==> config.mk <==
export PLATFORM = sky130hd
export DESIGN_NAME = dram_ctrl_gen_flat
export DESIGN_NICKNAME = d
export VERILOG_FILES = /design/src/rtl/dram_ctrl_gen_if.sv /design/src/rtl/dram_ctrl_gen.sv /design/src/flat_wrapper.sv
export SDC_FILE = /design/constraint.sdc
export NUM_CORES = 1
export LEC_CHECK = 0
export BUFFER_PORTS_ARGS = -buffer_cell sky130_fd_sc_hd__buf_2
export CAP_MARGIN = 5
export CELL_PAD_IN_SITES_DETAIL_PLACEMENT = 1
export CELL_PAD_IN_SITES_GLOBAL_PLACEMENT = 1
export CORE_MARGIN = 4
export CORE_UTILIZATION = 39
export DETAILED_ROUTE_END_ITERATION = 10
export PLACE_DENSITY = 0.82
export REMOVE_ABC_BUFFERS = 1
export SYNTH_ARGS = -nofsm -noshare
export SYNTH_HDL_FRONTEND = slang
export SYNTH_SLANG_ARGS = --single-unit
==> constraint.sdc <==
create_clock -name CLK -period 3.1 [get_ports CLK]
set_input_delay 0.465 -clock CLK [delete_from_list [all_inputs] [get_ports CLK]]
set_output_delay 0.465 -clock CLK [all_outputs]
set_load 0.01 [all_outputs]
==> src/rtl/dram_ctrl_gen_if.sv <==
// Bus bundle between the 68000 decode side and the FPM DRAM controller.
// With DRAM_REFOVF_EN defined it also carries the sticky RefOvf flag.
interface dram_ctrl_gen_if #(
  parameter int ROW_BITS = 11,
  parameter int COL_BITS = 10
);
  logic [ROW_BITS+COL_BITS:1] A;
  logic                       nAS;
  logic                       nWE;
  logic                       nLDS;
  logic                       nUDS;
  logic                       BACT;
  logic                       RAMCS;
  logic                       RAMReady;
  logic [ROW_BITS-1:0]        RA;
  logic                       nRAS;
  logic                       nCAS;
  logic                       nOE;
  logic                       nLWE;
  logic                       nUWE;
`ifdef DRAM_REFOVF_EN
  logic                       RefOvf;
`endif

  modport master (
    output A, nAS, nWE, nLDS, nUDS, BACT, RAMCS,
`ifdef DRAM_REFOVF_EN
    input  RefOvf,
`endif
    input  RAMReady, RA, nRAS, nCAS, nOE, nLWE, nUWE
  );

  modport slave (
    input  A, nAS, nWE, nLDS, nUDS, BACT, RAMCS,
`ifdef DRAM_REFOVF_EN
    output RefOvf,
`endif
    output RAMReady, RA, nRAS, nCAS, nOE, nLWE, nUWE
  );
endinterface

==> src/rtl/dram_ctrl_gen.sv <==
// Parametrised FPM DRAM controller with built-in CAS-before-RAS refresh scheduling.
// Define DRAM_REFOVF_EN to add the sticky refresh-overflow flag RefOvf.
module dram_ctrl_gen #(
  parameter int ROW_BITS = 11,
  parameter int COL_BITS = 10,
  parameter int T_RCD    = 1,
  parameter int T_RP     = 2,
  parameter int T_RASR   = 2,
  parameter int REF_DIV  = 250,
  parameter int REF_MAX  = 4,
  parameter int REF_URG  = 2
) (
  input  logic           CLK,
  input  logic           nRES,
  dram_ctrl_gen_if.slave bus
);
  localparam int DIV_W = (REF_DIV > 1) ? $clog2(REF_DIV) : 1;
  localparam int BL_W  = $clog2(REF_MAX + 1);

  typedef enum logic [2:0] {IDLE, ROW, COL, PRE, REF_CAS, REF_RAS} state_t;

  state_t              state, stateNext;
  logic [2:0]          cnt, cntNext;
  logic [DIV_W-1:0]    divCnt, divNext;
  logic [BL_W-1:0]     backlog, backlogNext;
  logic                tick, refDec, urgent, ramReadyNext;
  logic                nRasNext, nCasNext, nOeNext, nLweNext, nUweNext;
  logic [ROW_BITS-1:0] raNext, rowAddr, colAddr;

  assign rowAddr = bus.A[ROW_BITS+COL_BITS:COL_BITS+1];
  assign colAddr = ROW_BITS'(bus.A[COL_BITS:1]);
  assign urgent  = (backlog >= BL_W'(REF_URG));
  assign tick    = (divCnt == DIV_W'(REF_DIV - 1));
  assign divNext = tick ? '0 : divCnt + DIV_W'(1);

  always_comb begin
    stateNext = state;
    cntNext   = cnt;
    refDec    = 1'b0;
    case (state)
      IDLE: begin
        if (urgent) begin
          stateNext = REF_CAS;
        end else if (bus.BACT && bus.RAMCS) begin
          stateNext = ROW;
          cntNext   = 3'(T_RCD - 1);
        end else if ((backlog != '0) && bus.BACT) begin
          stateNext = REF_CAS;
        end
      end
      ROW: begin
        if (bus.nAS) begin
          stateNext = PRE;
          cntNext   = 3'(T_RP - 1);
        end else if (cnt == 3'd0) begin
          stateNext = COL;
        end else begin
          cntNext = cnt - 3'd1;
        end
      end
      COL: begin
        if (bus.nAS) begin
          stateNext = PRE;
          cntNext   = 3'(T_RP - 1);
        end
      end
      PRE: begin
        if (cnt == 3'd0) stateNext = IDLE;
        else             cntNext   = cnt - 3'd1;
      end
      REF_CAS: begin
        stateNext = REF_RAS;
        cntNext   = 3'(T_RASR - 1);
        refDec    = 1'b1;
      end
      REF_RAS: begin
        if (cnt == 3'd0) begin
          stateNext = PRE;
          cntNext   = 3'(T_RP - 1);
        end else begin
          cntNext = cnt - 3'd1;
        end
      end
      default: stateNext = IDLE;
    endcase
  end

  // Pin values are decoded from the next state so they register on the same edge.
  always_comb begin
    raNext   = bus.RA;
    nRasNext = 1'b1;
    nCasNext = 1'b1;
    nOeNext  = 1'b1;
    nLweNext = 1'b1;
    nUweNext = 1'b1;
    case (stateNext)
      ROW: begin
        nRasNext = 1'b0;
        raNext   = rowAddr;
      end
      COL: begin
        nRasNext = 1'b0;
        nCasNext = 1'b0;
        raNext   = colAddr;
        nOeNext  = ~bus.nWE;
        nLweNext = bus.nWE | bus.nLDS;
        nUweNext = bus.nWE | bus.nUDS;
      end
      REF_CAS: nCasNext = 1'b0;
      REF_RAS: begin
        nRasNext = 1'b0;
        nCasNext = 1'b0;
      end
      default: ;
    endcase
  end

  always_comb begin
    backlogNext = backlog;
    if (tick && !refDec && (backlog != BL_W'(REF_MAX))) backlogNext = backlog + BL_W'(1);
    else if (!tick && refDec)                           backlogNext = backlog - BL_W'(1);
    ramReadyNext = !((backlogNext >= BL_W'(REF_URG)) ||
                     (stateNext == REF_CAS) || (stateNext == REF_RAS));
  end

  always_ff @(posedge CLK) begin
    if (!nRES) begin
      state        <= IDLE;
      cnt          <= 3'd0;
      divCnt       <= '0;
      backlog      <= '0;
      bus.RA       <= '0;
      bus.nRAS     <= 1'b1;
      bus.nCAS     <= 1'b1;
      bus.nOE      <= 1'b1;
      bus.nLWE     <= 1'b1;
      bus.nUWE     <= 1'b1;
      bus.RAMReady <= 1'b1;
    end else begin
      state        <= stateNext;
      cnt          <= cntNext;
      divCnt       <= divNext;
      backlog      <= backlogNext;
      bus.RA       <= raNext;
      bus.nRAS     <= nRasNext;
      bus.nCAS     <= nCasNext;
      bus.nOE      <= nOeNext;
      bus.nLWE     <= nLweNext;
      bus.nUWE     <= nUweNext;
      bus.RAMReady <= ramReadyNext;
    end
  end

`ifdef DRAM_REFOVF_EN
  // A tick that finds the backlog already full and nothing draining it is lost.
  always_ff @(posedge CLK) begin
    if (!nRES)                                                 bus.RefOvf <= 1'b0;
    else if (tick && !refDec && (backlog == BL_W'(REF_MAX)))   bus.RefOvf <= 1'b1;
  end
`endif
endmodule
==> src/flat_wrapper.sv <==
// flat-port wrapper written by rule: the top's interface ports become plain ports
module dram_ctrl_gen_flat 
#(
  parameter int ROW_BITS = 11,
  parameter int COL_BITS = 10,
  parameter int T_RCD    = 1,
  parameter int T_RP     = 2,
  parameter int T_RASR   = 2,
  parameter int REF_DIV  = 250,
  parameter int REF_MAX  = 4,
  parameter int REF_URG  = 2
)
  (CLK, nRES, bus_A, bus_nAS, bus_nWE, bus_nLDS, bus_nUDS, bus_BACT, bus_RAMCS, bus_RAMReady, bus_RA, bus_nRAS, bus_nCAS, bus_nOE, bus_nLWE, bus_nUWE);
  dram_ctrl_gen_if #(.ROW_BITS(ROW_BITS), .COL_BITS(COL_BITS)) bus_i ();
  input  logic CLK;
  input  logic nRES;
  input wire logic [$bits(bus_i.A)-1:0] bus_A;
  input wire logic [$bits(bus_i.nAS)-1:0] bus_nAS;
  input wire logic [$bits(bus_i.nWE)-1:0] bus_nWE;
  input wire logic [$bits(bus_i.nLDS)-1:0] bus_nLDS;
  input wire logic [$bits(bus_i.nUDS)-1:0] bus_nUDS;
  input wire logic [$bits(bus_i.BACT)-1:0] bus_BACT;
  input wire logic [$bits(bus_i.RAMCS)-1:0] bus_RAMCS;
  output wire logic [$bits(bus_i.RAMReady)-1:0] bus_RAMReady;
  output wire logic [$bits(bus_i.RA)-1:0] bus_RA;
  output wire logic [$bits(bus_i.nRAS)-1:0] bus_nRAS;
  output wire logic [$bits(bus_i.nCAS)-1:0] bus_nCAS;
  output wire logic [$bits(bus_i.nOE)-1:0] bus_nOE;
  output wire logic [$bits(bus_i.nLWE)-1:0] bus_nLWE;
  output wire logic [$bits(bus_i.nUWE)-1:0] bus_nUWE;
  assign bus_i.A = bus_A;
  assign bus_i.nAS = bus_nAS;
  assign bus_i.nWE = bus_nWE;
  assign bus_i.nLDS = bus_nLDS;
  assign bus_i.nUDS = bus_nUDS;
  assign bus_i.BACT = bus_BACT;
  assign bus_i.RAMCS = bus_RAMCS;
  assign bus_RAMReady = bus_i.RAMReady;
  assign bus_RA = bus_i.RA;
  assign bus_nRAS = bus_i.nRAS;
  assign bus_nCAS = bus_i.nCAS;
  assign bus_nOE = bus_i.nOE;
  assign bus_nLWE = bus_i.nLWE;
  assign bus_nUWE = bus_i.nUWE;
  dram_ctrl_gen #(.ROW_BITS(ROW_BITS), .COL_BITS(COL_BITS), .T_RCD(T_RCD), .T_RP(T_RP), .T_RASR(T_RASR), .REF_DIV(REF_DIV), .REF_MAX(REF_MAX), .REF_URG(REF_URG)) u_core (.CLK(CLK), .nRES(nRES), .bus(bus_i));
endmodule
==> results.toml <==
[place]
dpl.hpwl_um = 3497
portBuffers = 45
postPlaceCellArea_mm2 = 0.002083
gp_congestion = 0.7654

[finish]
finalNetCount = 289
final_util_pct = 48.93
multi_input_area_mm2 = 0.001067
num-fill-cells = 556
drive_above_1_share_pct = 25.00
fin_area_mm2 = 0.002175
syn2layout_area_growth_pct = 18.80
diodes = 0
regArea_um2 = 680.7

[critical_path]
critical_path_required_ns = 3.33
r2r-end = "u_core.bus.RA[0]"
crit_type = "register to register"
worst_ep_arrival_time_ns = 2.73
r2r_slack_ns = 0.60
critPathTopFamily = "simple AND/OR/NAND/NOR gates"
cp_slowest_cell = "nor3_2"
r2r_start = "u_core.backlog[1]"
critical_path.cell_chain = "inv_1, ha_1, nor2_1, a211oi_4, nor3_2, or3_1, o2111a_1"
path_buf_inv = 1
cp-end-kind = "register"
reg2reg_depth = 7
cp_max_fo = 15
critPathMaxStageDelay_ns = 0.67
start_kind = "register"

[floorplanning]
rows = 24
initial_core_util_pct = 41.19
core_area_mm2 = 0.004444
io-pin-count = 46
die_h_um = 76.51
dieArea_mm2 = 0.005854
die_w_um = 76.51

[clocking]
cts.htree.levels = 2
cts_setup_buffers = 0
cts_buffer_depth = 2
cts_resized = 0
numCtsBuffers = 5
clk_latency_ns = 0.29
clk_pin_slew_ns = 0.07
cts_hold_buf = 0
cts_root_buf = "clkbuf_8"
tritoncts = "done"
clkSinkCount = 34

[timing]
worstMarginPinSlew_ns = 0.7978
grt_setup_unrepaired = "no"
fmax_mhz = 400.2
setup_tns_ns = 0
max-slew-margin-rel_pct = 46.52
final_hold_viol_count = 0
setup_violations = 0
holdWs_ns = 0.3652
finClkSkew_ns = 0.007129
finalMaxSlewViolations = 0
min_period_ns = 2.499
final.period_utilization_pct = 80.61

[route]
firstDrtPassIters = 4
vias_per_cell = 5.359
drc_errors = 0
wl_um = 4693
avgRoutedWirePerCell_um = 15.44
drt_iter0_markers = 139
vias = 1629
drtAntennaViolNets = 0

[global_route]
overflow = 0
grt_usage_pct = 16.65
grt_pass1_vias = 1714
grt_pass1_wl_um = 7962
antenna_found_initial = 0
grt_max_degree = 19

[logic_synthesis]
ys.flop_type = "dfxtp_1"
synth_area_leaders = "dfxtp_1 (37%), ha_1 (6.2%), o2111a_1 (5.5%)"
ys_types = 47
synth_cells = 207
yosysTopAreaCell = "dfxtp_1"
ys_seq_area_share_pct = 37.18
synth_common_cells = "dfxtp_1 (34), nor2_1 (24), nand2b_1 (12), o21bai_1 (12), nand2_1 (11)"
synth_area_mm2 = 0.001831
synth_area_per_cell_um2 = 8.843
ys_warn_count = 0
synth_async_sr_flop_share_pct = 0
synth_top_area_share_pct = 37.18
synth_seq_cells = 34
synth-edff-count = 0
yosysMostFrequentCell = "dfxtp_1"

[power]
irDropWorstVdd_mv = 0.4087
powerDensity_mw_per_mm2 = 881.6
p_leak_nw = 0.9327

[status]
outcome = "completed"

[hold_path]
holdPathEnd = "u_core.bus.nUWE"
min_path_cells = 2
worstHoldPathType = "input port to register"
min-delay-start = "bus_nUDS"

[run]
drv_cap = 0
-- sequential cells by signal (all words and copies together) (netlist names) --
name / flops
u_core.bus.nOE: 1
u_core.bus.RAMReady: 1
u_core.bus.nUWE: 1
u_core.bus.nCAS: 1
u_core.backlog: 3
u_core.bus.nRAS: 1
u_core.state: 3
u_core.cnt: 3
u_core.bus.nLWE: 1
u_core.divCnt: 8
u_core.bus.RA: 11
-- stage by stage --
step                power, mW  setup WS [ns]  std cells
finish                  1.917         0.6010        304
global route            2.085         0.3355        304
CTS                     1.939         0.5938        304
detailed placement      1.588         0.6286        296
global placement        1.557         0.6960        296
floorplan               1.302         0.8937        198
-- cells by family after synthesis --
family | share of synthesized area [%]
AOI/OAI and AO/OA | 23.17
xor gates and xnor gates | 2.871
adders and majority gates | 6.152
buffers and inverters | 4.511
DFF | 37.18
muxes | 0.6151
and+or+nand+nor | 25.50
-- power by group --
part | internal, mW | switching [mW] | total (mW) | leakage (nW)
sequential | 0.540 | 0.100 | 0.640 | 0.278
combinational | 0.406 | 0.528 | 0.934 | 0.606
clock | 0.179 | 0.163 | 0.343 | 0.0482
total | 1.13 | 0.792 | 1.92 | 0.933
-- cells in the final DEF (no fill, tap or decap), drive strengths merged, types with 8 or more instances in the layout --
cell,Yosys,layout
nor2,24,24
ha,9,9
nand2b,12,12
o21bai,12,12
o2111a,9,9
inv,10,10
dfxtp,34,34
o21ai,8,8
nand2,11,11
buf,4,46
-- routing by layer --
layer,wire length [um],track usage (%),vias up,share of wire (%)
li1,-,-,819,-
met1,2044,18.63,773,44
met2,2358,29.88,32,50
met3,238,5.437,5,5.1
met4,51,4.891,0,1.1
met5,0,0,-,0
-- worst max-delay path by stage --
| stage | cells past startpoint | end | slack, ns | start |
|---|---|---|---|---|
| after floorplan | 7 | u_core.bus.RA[0] | 0.89 | u_core.backlog[0] |
| after global placement | 7 | u_core.bus.RA[0] | 0.70 | u_core.backlog[1] |
| after detailed placement | 7 | u_core.bus.RA[0] | 0.63 | u_core.backlog[1] |
| after CTS | 7 | u_core.bus.RA[0] | 0.59 | u_core.backlog[1] |
| after global routing | 7 | u_core.bus.RA[2] | 0.34 | u_core.backlog[1] |
| final | 7 | u_core.bus.RA[0] | 0.60 | u_core.backlog[1] |
-- worst reg2reg max path: cells and delay by family (launching register included) --
kind | cells | cell delay, ns
flip-flops | 1 | 0.45
AO/OA/AOI/OAI | 2 | 0.32
AND/OR/NAND/NOR | 3 | 1.34
buffers and inverters | 1 | 0.11
adder cells (fa/ha/maj) | 1 | 0.23
-- cell type report --
cell class / instances / share of cell area, %
Multi-Input combinational cell: 154 / 49.08
Sequential cell: 34 / 31.30
Timing Repair Buffer: 46 / 10.70
Clock buffer: 7 / 3.970
Tap cell: 52 / 2.992
Inverter: 10 / 1.726
Clock inverter: 1 / 0.2301
Note: power is estimated with default switching activity, not from simulation.
